`src/rtl/shift_rows_mix_columns_unit_if.sv`:
```
// Block handshake bundle for the ShiftRows/MixColumns unit.
// The master side supplies blocks and accepts results; the slave side is the unit.
interface shift_rows_mix_columns_unit_if;
    logic         in_valid;
    logic         in_ready;
    logic [0:127] state_in;
    logic         final_round;
    logic         out_valid;
    logic         out_ready;
    logic [0:127] state_out;

    modport master (
        output in_valid, state_in, final_round, out_ready,
        input  in_ready, out_valid, state_out
    );

    modport slave (
        input  in_valid, state_in, final_round, out_ready,
        output in_ready, out_valid, state_out
    );
endinterface

```
`src/rtl/shift_rows_mix_columns_unit.sv`:
```
// Forward AES ShiftRows followed by an iterative MixColumns.
// A block is shifted on acceptance, then COLS_PER_CYCLE columns are mixed per
// clock in place. The final round skips mixing and goes straight to DONE.

// One MixColumns column: a0..a3 (rows 0..3) -> b0..b3 over GF(2^8), poly 0x11B.
module shift_rows_mix_columns_lane (
    input  logic [0:3][7:0] a,
    output logic [0:3][7:0] b
);
    function automatic logic [7:0] xtime(input logic [7:0] x);
        return {x[6:0], 1'b0} ^ (x[7] ? 8'h1b : 8'h00);
    endfunction

    // 3x is folded in as xtime(x) ^ x.
    assign b[0] = xtime(a[0]) ^ xtime(a[1]) ^ a[1] ^ a[2] ^ a[3];
    assign b[1] = a[0] ^ xtime(a[1]) ^ xtime(a[2]) ^ a[2] ^ a[3];
    assign b[2] = a[0] ^ a[1] ^ xtime(a[2]) ^ xtime(a[3]) ^ a[3];
    assign b[3] = xtime(a[0]) ^ a[0] ^ a[1] ^ a[2] ^ xtime(a[3]);
endmodule

module shift_rows_mix_columns_unit #(
    parameter int COLS_PER_CYCLE = 1
) (
    input  logic                          clk,
    input  logic                          reset_n,
    shift_rows_mix_columns_unit_if.slave  bus
);
    generate
        if (!(COLS_PER_CYCLE == 1 || COLS_PER_CYCLE == 2 || COLS_PER_CYCLE == 4)) begin : g_bad_param
            $error("COLS_PER_CYCLE must be 1, 2 or 4");
        end
    endgenerate

    // Counter step; for 4 columns per cycle it wraps to 0 and every MIX edge is the last.
    localparam logic [1:0] STEP     = 2'(COLS_PER_CYCLE);
    localparam logic [1:0] LAST_COL = 2'(4 - COLS_PER_CYCLE);

    typedef enum logic [1:0] {IDLE, MIX, DONE} state_t;

    state_t state, state_nxt;

    // Views indexed [column][row]; byte 0 (row 0, column 0) sits at bit 0 of the bus.
    logic [0:3][0:3][7:0] in_bytes;
    logic [0:3][0:3][7:0] shifted;
    logic [0:3][0:3][7:0] work;
    logic [1:0]           col;

    logic [0:COLS_PER_CYCLE-1][0:3][7:0] mix_in;
    logic [0:COLS_PER_CYCLE-1][0:3][7:0] mix_out;

    assign in_bytes = bus.state_in;

    // Row r rotates left by r columns: out[c][r] = in[(c+r)%4][r].
    generate
        for (genvar c = 0; c < 4; c++) begin : g_sr_col
            for (genvar r = 0; r < 4; r++) begin : g_sr_row
                assign shifted[c][r] = in_bytes[(c + r) % 4][r];
            end
        end
    endgenerate

    // One lane per column handled this cycle; lanes read consecutive columns from col.
    generate
        for (genvar j = 0; j < COLS_PER_CYCLE; j++) begin : g_lane
            assign mix_in[j] = work[col + 2'(j)];
            shift_rows_mix_columns_lane u_lane (
                .a (mix_in[j]),
                .b (mix_out[j])
            );
        end
    endgenerate

    // State register; reset abandons any block in flight.
    always_ff @(posedge clk) begin
        if (!reset_n) state <= IDLE;
        else          state <= state_nxt;
    end

    // Next-state logic; the final_round decision is captured by the IDLE exit.
    always_comb begin
        state_nxt = state;
        case (state)
            IDLE: if (bus.in_valid) state_nxt = bus.final_round ? DONE : MIX;
            MIX:  if (col == LAST_COL) state_nxt = DONE;
            DONE: if (bus.out_ready) state_nxt = IDLE;
            default: state_nxt = IDLE;
        endcase
    end

    // Handshake outputs; result is only exposed while DONE.
    always_comb begin
        bus.in_ready  = (state == IDLE);
        bus.out_valid = (state == DONE);
        bus.state_out = (state == DONE) ? work : '0;
    end

    // Working register and column counter: load shifted block, then mix in place.
    always_ff @(posedge clk) begin
        if (!reset_n) begin
            work <= '0;
            col  <= '0;
        end else begin
            case (state)
                IDLE: if (bus.in_valid) begin
                    work <= shifted;
                    col  <= '0;
                end
                MIX: begin
                    for (int j = 0; j < COLS_PER_CYCLE; j++)
                        work[col + 2'(j)] <= mix_out[j];
                    col <= col + STEP;
                end
                default: ;
            endcase
        end
    end
endmodule
```
`src/flat_wrapper.sv`:
```
// flat-port wrapper written by rule: the top's interface ports become plain ports
module shift_rows_mix_columns_unit_flat 
#(
    parameter int COLS_PER_CYCLE = 1
)
  (clk, reset_n, bus_in_valid, bus_state_in, bus_final_round, bus_out_ready, bus_in_ready, bus_out_valid, bus_state_out);
  shift_rows_mix_columns_unit_if bus_i ();
  input  logic clk;
  input  logic reset_n;
  input wire logic [$bits(bus_i.in_valid)-1:0] bus_in_valid;
  input wire logic [$bits(bus_i.state_in)-1:0] bus_state_in;
  input wire logic [$bits(bus_i.final_round)-1:0] bus_final_round;
  input wire logic [$bits(bus_i.out_ready)-1:0] bus_out_ready;
  output wire logic [$bits(bus_i.in_ready)-1:0] bus_in_ready;
  output wire logic [$bits(bus_i.out_valid)-1:0] bus_out_valid;
  output wire logic [$bits(bus_i.state_out)-1:0] bus_state_out;
  assign bus_i.in_valid = bus_in_valid;
  assign bus_i.state_in = bus_state_in;
  assign bus_i.final_round = bus_final_round;
  assign bus_i.out_ready = bus_out_ready;
  assign bus_in_ready = bus_i.in_ready;
  assign bus_out_valid = bus_i.out_valid;
  assign bus_state_out = bus_i.state_out;
  shift_rows_mix_columns_unit #(.COLS_PER_CYCLE(COLS_PER_CYCLE)) u_core (.clk(clk), .reset_n(reset_n), .bus(bus_i));
endmodule
```
`config.mk`:
```
export PLATFORM = sky130hd
export DESIGN_NAME = shift_rows_mix_columns_unit_flat
export DESIGN_NICKNAME = d
export VERILOG_FILES = /design/src/rtl/shift_rows_mix_columns_unit_if.sv /design/src/rtl/shift_rows_mix_columns_unit.sv /design/src/flat_wrapper.sv
export SDC_FILE = /design/constraint.sdc
export NUM_CORES = 1
export LEC_CHECK = 0
export CAP_MARGIN = 20
export CORE_MARGIN = 2
export CORE_UTILIZATION = 40
export CTS_BUF_LIST = sky130_fd_sc_hd__clkbuf_4
export DETAILED_ROUTE_END_ITERATION = 12
export MAX_ROUTING_LAYER = met4
export PLACE_DENSITY = 0.79
export SLEW_MARGIN = 20
export SYNTH_ARGS = -nofsm -noshare
export SYNTH_HDL_FRONTEND = slang
export SYNTH_SLANG_ARGS = --single-unit
```
`constraint.sdc`:
```
create_clock -name clk -period 3.8 [get_ports clk]
set_input_delay 0.76 -clock clk [delete_from_list [all_inputs] [get_ports clk]]
set_output_delay 0.76 -clock clk [all_outputs]
set_load 0.02 [all_outputs]
```
[After elaboration in Yosys (flattened, before gate mapping)]
Index checks and enable logic that the tools add are counted.
Word-level totals
  register bits: 132
  output and inout port bits: 130
Cells by class
  bitwise logic cells: 21
  $add $sub $neg: 1
  multiplexer cells: 20
  reductions and logical operators: 5
  equal/unequal tests: 6
  order comparisons: 2
Operators by type and width (count)
  128-bit two-way mux: 2
  128-bit one-hot mux with 2 select lines: 1
  8-bit XOR: 17
  128-bit bitwise mux: 1
  32-bit two-way mux: 3
  32-bit binary-select mux with 2-bit select: 1
  32-bit demux with 2-bit select: 1
  8-bit by 5-bit XOR with 8-bit output: 3
  5-bit two-way mux: 4
  2-bit two-way mux: 5
  2-bit one-hot mux with 3 select lines: 1
  2-bit equality test, second input constant: 2
  2-bit inequality test, second input constant: 2
  2-bit one-hot mux with 2 select lines: 1
  3-bit >= comparator, second input constant: 1
  3-bit by 1-bit less-than comparator with 1-bit output, second input constant: 1
  2-bit NOT with 3-bit output: 1
  3-bit AND reduction: 1
  2-bit by 1-bit adder with 2-bit output, second input constant: 1
  2-bit by 1-bit equality test with 1-bit output, second input constant: 1
  2-bit logical NOT: 1
  2-bit by 1-bit inequality test with 1-bit output, second input constant: 1
  2-bit AND reduction: 1
  2-bit nonzero test: 1
  1-bit logical AND: 1

[Longest topological paths before layout]
  depth in word-level cells: 12
  depth in mapped cells: 11
  gate-level depth less buffers: 6

[By module]
Synthesis repeated with hierarchy kept, for this count alone.
Second synthesis, totals
  cell total of the unflattened synthesis: 889
  area, all modules: 9227.6 um^2
By module, submodules not included
  shift_rows_mix_columns_unit: sequential area each 2642.5 um^2, area each 7952.6 um^2, instances 1, cells each 813
  shift_rows_mix_columns_lane: sequential area each 0.0 um^2, area each 1275.0 um^2, instances 1, cells each 76

[Worst setup path after synthesis]
OpenSTA, ideal clock, no wires.
  path type: flip-flop to output port
  from: register u_core.state[1]
  to: output bus_state_out[100]
  setup slack: 1.503 ns
  path buffers: 3
  arrival time: 1.537 ns
  required time: 3.040 ns
  stages on the path, launching flop included: 7
  cells stage by stage: dfxtp_1 inv_1 clkbuf_1 nor2_1 clkbuf_1 clkbuf_1 and2_1
On the way
  word-level cells in the longest chain between the ends: 2
Ends and longest elaborated chain
  from (decl): RTL line shift_rows_mix_columns_unit.sv:40  | state_t state, state_nxt;
  from (signal assigned): RTL line shift_rows_mix_columns_unit.sv:76  | else state <= state_nxt;
  2-bit equality test: RTL line shift_rows_mix_columns_unit.sv:94  | bus.state_out = (state == DONE) ? work : '0;
  128-bit two-way mux: RTL line shift_rows_mix_columns_unit.sv:94
  to (decl): RTL line flat_wrapper.sv:16  | output wire logic [$bits(bus_i.state_out)-1:0] bus_state_out;
No other way between the ends.

[Worst setup path in the final report]
  from: register u_core.state[1]
  to: output bus_state_out[120]
The elaborated chain is that of the path after synthesis.

==> results.txt <==
Critical path buffers and inverters: 3
Residual DRC count: 0
Yosys top cell area share: 26.15%
Core area: 24960 um^2
First-pass GRT wire length: 56490 um
First drt pass iteration count: 7
Pwr Density: 432.1 nW/um^2
Pwr Total: 5.673 mW
Most frequent cell after synthesis: nand3_1
RSZ-0062 raised after global routing: false
RePlAce Congestion: 0.8956
Worst-path cell with the longest stage delay: clkdlybuf4s50_1
Crit end category: output pin
Sink Count: 132
PortBufs: 262
Die X: 163.0 um
Wire length per cell: 22.92 um
Synth async-reset ratio: 0%
Grt ovf: 0
Die H: 163.0 um
Clk pin slew, worst setup/hold paths: 0.13 ns
Worst path max stage delay: 0.60 ns
VDD IR-drop max: 0.2572 mV
Iteration-0 DRC Markers: 1207
Setup TNS: 0 ns
CP arrival: 2.82 ns
Number of vias per cell: 6.240
Outcome: finished, final reports clean
Nets: 1444
Cell Rows: 58
Worst-Margin Slew: 0.8366 ns
Hold slack: 0.5742 ns
Crit-path cells: inv_1, nor2_4, buf_12, and2_1, clkdlybuf4s50_1
F_max: 0.2793 GHz
CP delay by family, top: buffers and inverters
Via count of the first global-routing pass: 9655
Post_cts resized: 0
Aggregate routed wire length: 37830 um
Synth top cells by count: nand3_1, and2_1, dfxtp_1
Max clock buf depth: 2
Post-Syn Area per Cell: 9.000 um^2
CTS tree: built
Num CTS Buffers: 17
Mapped cell area: 10110 um^2
Register bit total from synthesis: 132
Layout Skew: 0.02709 ns
Synth warnings: 0
Final hold violation count: 0
Filler cell count: 2272
CTS root buf: clkbuf_4
Number of setup buffers added after CTS: 0
Syn Nets: 1260
I/O Pins: 263
Final HPWL DP: 26490 um
Largest fanout on the critical path: 110
Vias: 10300
Starting density of the core: 40.49%
Finished Core Util: 52.59%
Top_reg_cell synth: dfxtp_1
Die ar.: 26560 um^2
Sequential cell area: 2645 um^2
Ranking of synthesized cells by area: dfxtp_1, xnor3_1, and2_1
Multi-input logic area: 6898 um^2
Final number of setup-violating endpoints: 0
Max Cap Violations: 0
Yosys cell types: 41
H-tree levels: 4
Syn Inst Count: 1123
Fin cells: 1651
Post-synth top area cell: dfxtp_1
Max-slew violation count: 0
CP Class: reg2out
Layout cell share with drive strength beyond 1: 9.470%
GRT Total Usage: 28.73%
Detail Route Antenna Nets: 0
CP Launch Type: register
Worst-Skew Late Latency: 0.56 ns
Post-layout minimum cycle time: 3.580 ns
Relative slew margins: 44.22%
LEAKAGE: 4.635 nW
Post-synth EDFFs: 0
Hold Path Class: reg2reg
Area Growth Syn to Fin: 29.88%
Largest net degree at the start of global routing: 111
Final critical-path share of the clock period: 94.22%
Antenna violations before repair: 1
Required @ worst endpoint: 3.04 ns
Post-Place Cells: 1617
Seq/Total Area, Yosys: 26.15%
repair_timing:
item,CTS,global route
endpoints found under the hold margin,0,0
hold buffers,0,0
setup endpoints to repair,0,29
final cells by class:
type | instances | area share, %
Clock buffer | 17 | 0.9722
Multi-Input combinational cell | 860 | 52.54
Clock inverter | 15 | 1.306
Tap cell | 330 | 3.145
Timing Repair Buffer | 292 | 21.75
Inverter | 4 | 0.1144
Sequential cell | 132 | 20.15
Antenna cell | 1 | 0.01906
stage by stage:
stage | cell area, um^2 | setup WS (ns)
2_1_floorplan | 10110 | 1.503
3_3_place_gp | 12820 | 0.9002
3_5_place_dp | 12820 | 0.7816
4_1_cts | 13120 | 0.1326
5_1_grt | 13130 | 0.03559
6_report | 13130 | 0.2196
path summary, 6_finish.rpt:
path / startpoint / endpoint / slack (ns) / cells past startpoint
min: u_core.work[76] / u_core.work[76] / 0.57 / 2
min reg2reg: u_core.work[76] / u_core.work[76] / 0.57 / 2
max reg2reg: u_core.col[1] / u_core.work[84] / 0.88 / 5
max: u_core.state[1] / bus_state_out[120] / 0.22 / 5
flip-flops by register name, indices dropped and copies added, names as in the netlist:
name	flops
u_core.col	2
u_core.work	128
u_core.state	2
worst reg2reg max path, cell delays in order, from the launching register on:
cell and delay, ns:
dfxtp_2 0.63, buf_4 0.38, mux4_2 0.73, xnor2_1 0.28, xnor3_1 0.57, a211oi_1 0.26
routing by layer:
layer | share of wire (%) | GRT usage, % | wire length, um | up-vias
met5 | 0 | - | 0 | -
met4 | 2.2 | 9.051 | 838 | 0
met3 | 12 | 5.093 | 4382 | 70
met2 | 45 | 43.72 | 17170 | 747
met1 | 41 | 39.01 | 15440 | 4912
li1 | - | - | - | 4574
cell families after synthesis:
logic type / Yosys count / share of synthesized area, %
compound gates: 431 / 25.35
xor+xnor: 92 / 18.28
fa+ha+maj: 4 / 0.4952
buf+inv: 132 / 5.905
flops: 132 / 26.15
mux: 35 / 7.539
simple gates: 297 / 16.28
cells in the final DEF, fill, tap and decap left out, drive strengths merged:
cell	netlist	routed
clkdlybuf4s50	0	261
nand3	137	137
and2	136	136
dfxtp	132	132
a21oi	124	124
o21ai	121	121
a211oi	96	96
a31oi	68	68
xnor3	44	44
mux4	32	32
buf	34	31
xor3	17	17
clkbuf	94	17
xnor2	17	17
xor2	14	14
nand2	13	13
inv	4	10
a22oi	8	8
o22ai	8	8
nor2	4	5
ha	4	4
clkinv	0	4
mux2	3	3
a211o	3	3
clkinvlp	0	3
nor2b	2	2
bufinv	0	2
nand2b	2	2
diode	0	1
a21o	1	1
nor4b	1	1
o2111ai	1	1
o211ai	1	1
or3	1	1
nor3	1	1
power breakdown:
group	switching, mW	total, mW	internal [mW]
clock network	0.648	1.06	0.408
logic	1.57	2.87	1.30
registers	0.177	1.75	1.57
total	2.40	5.67	3.28
Power figures use the tool's default switching activity.
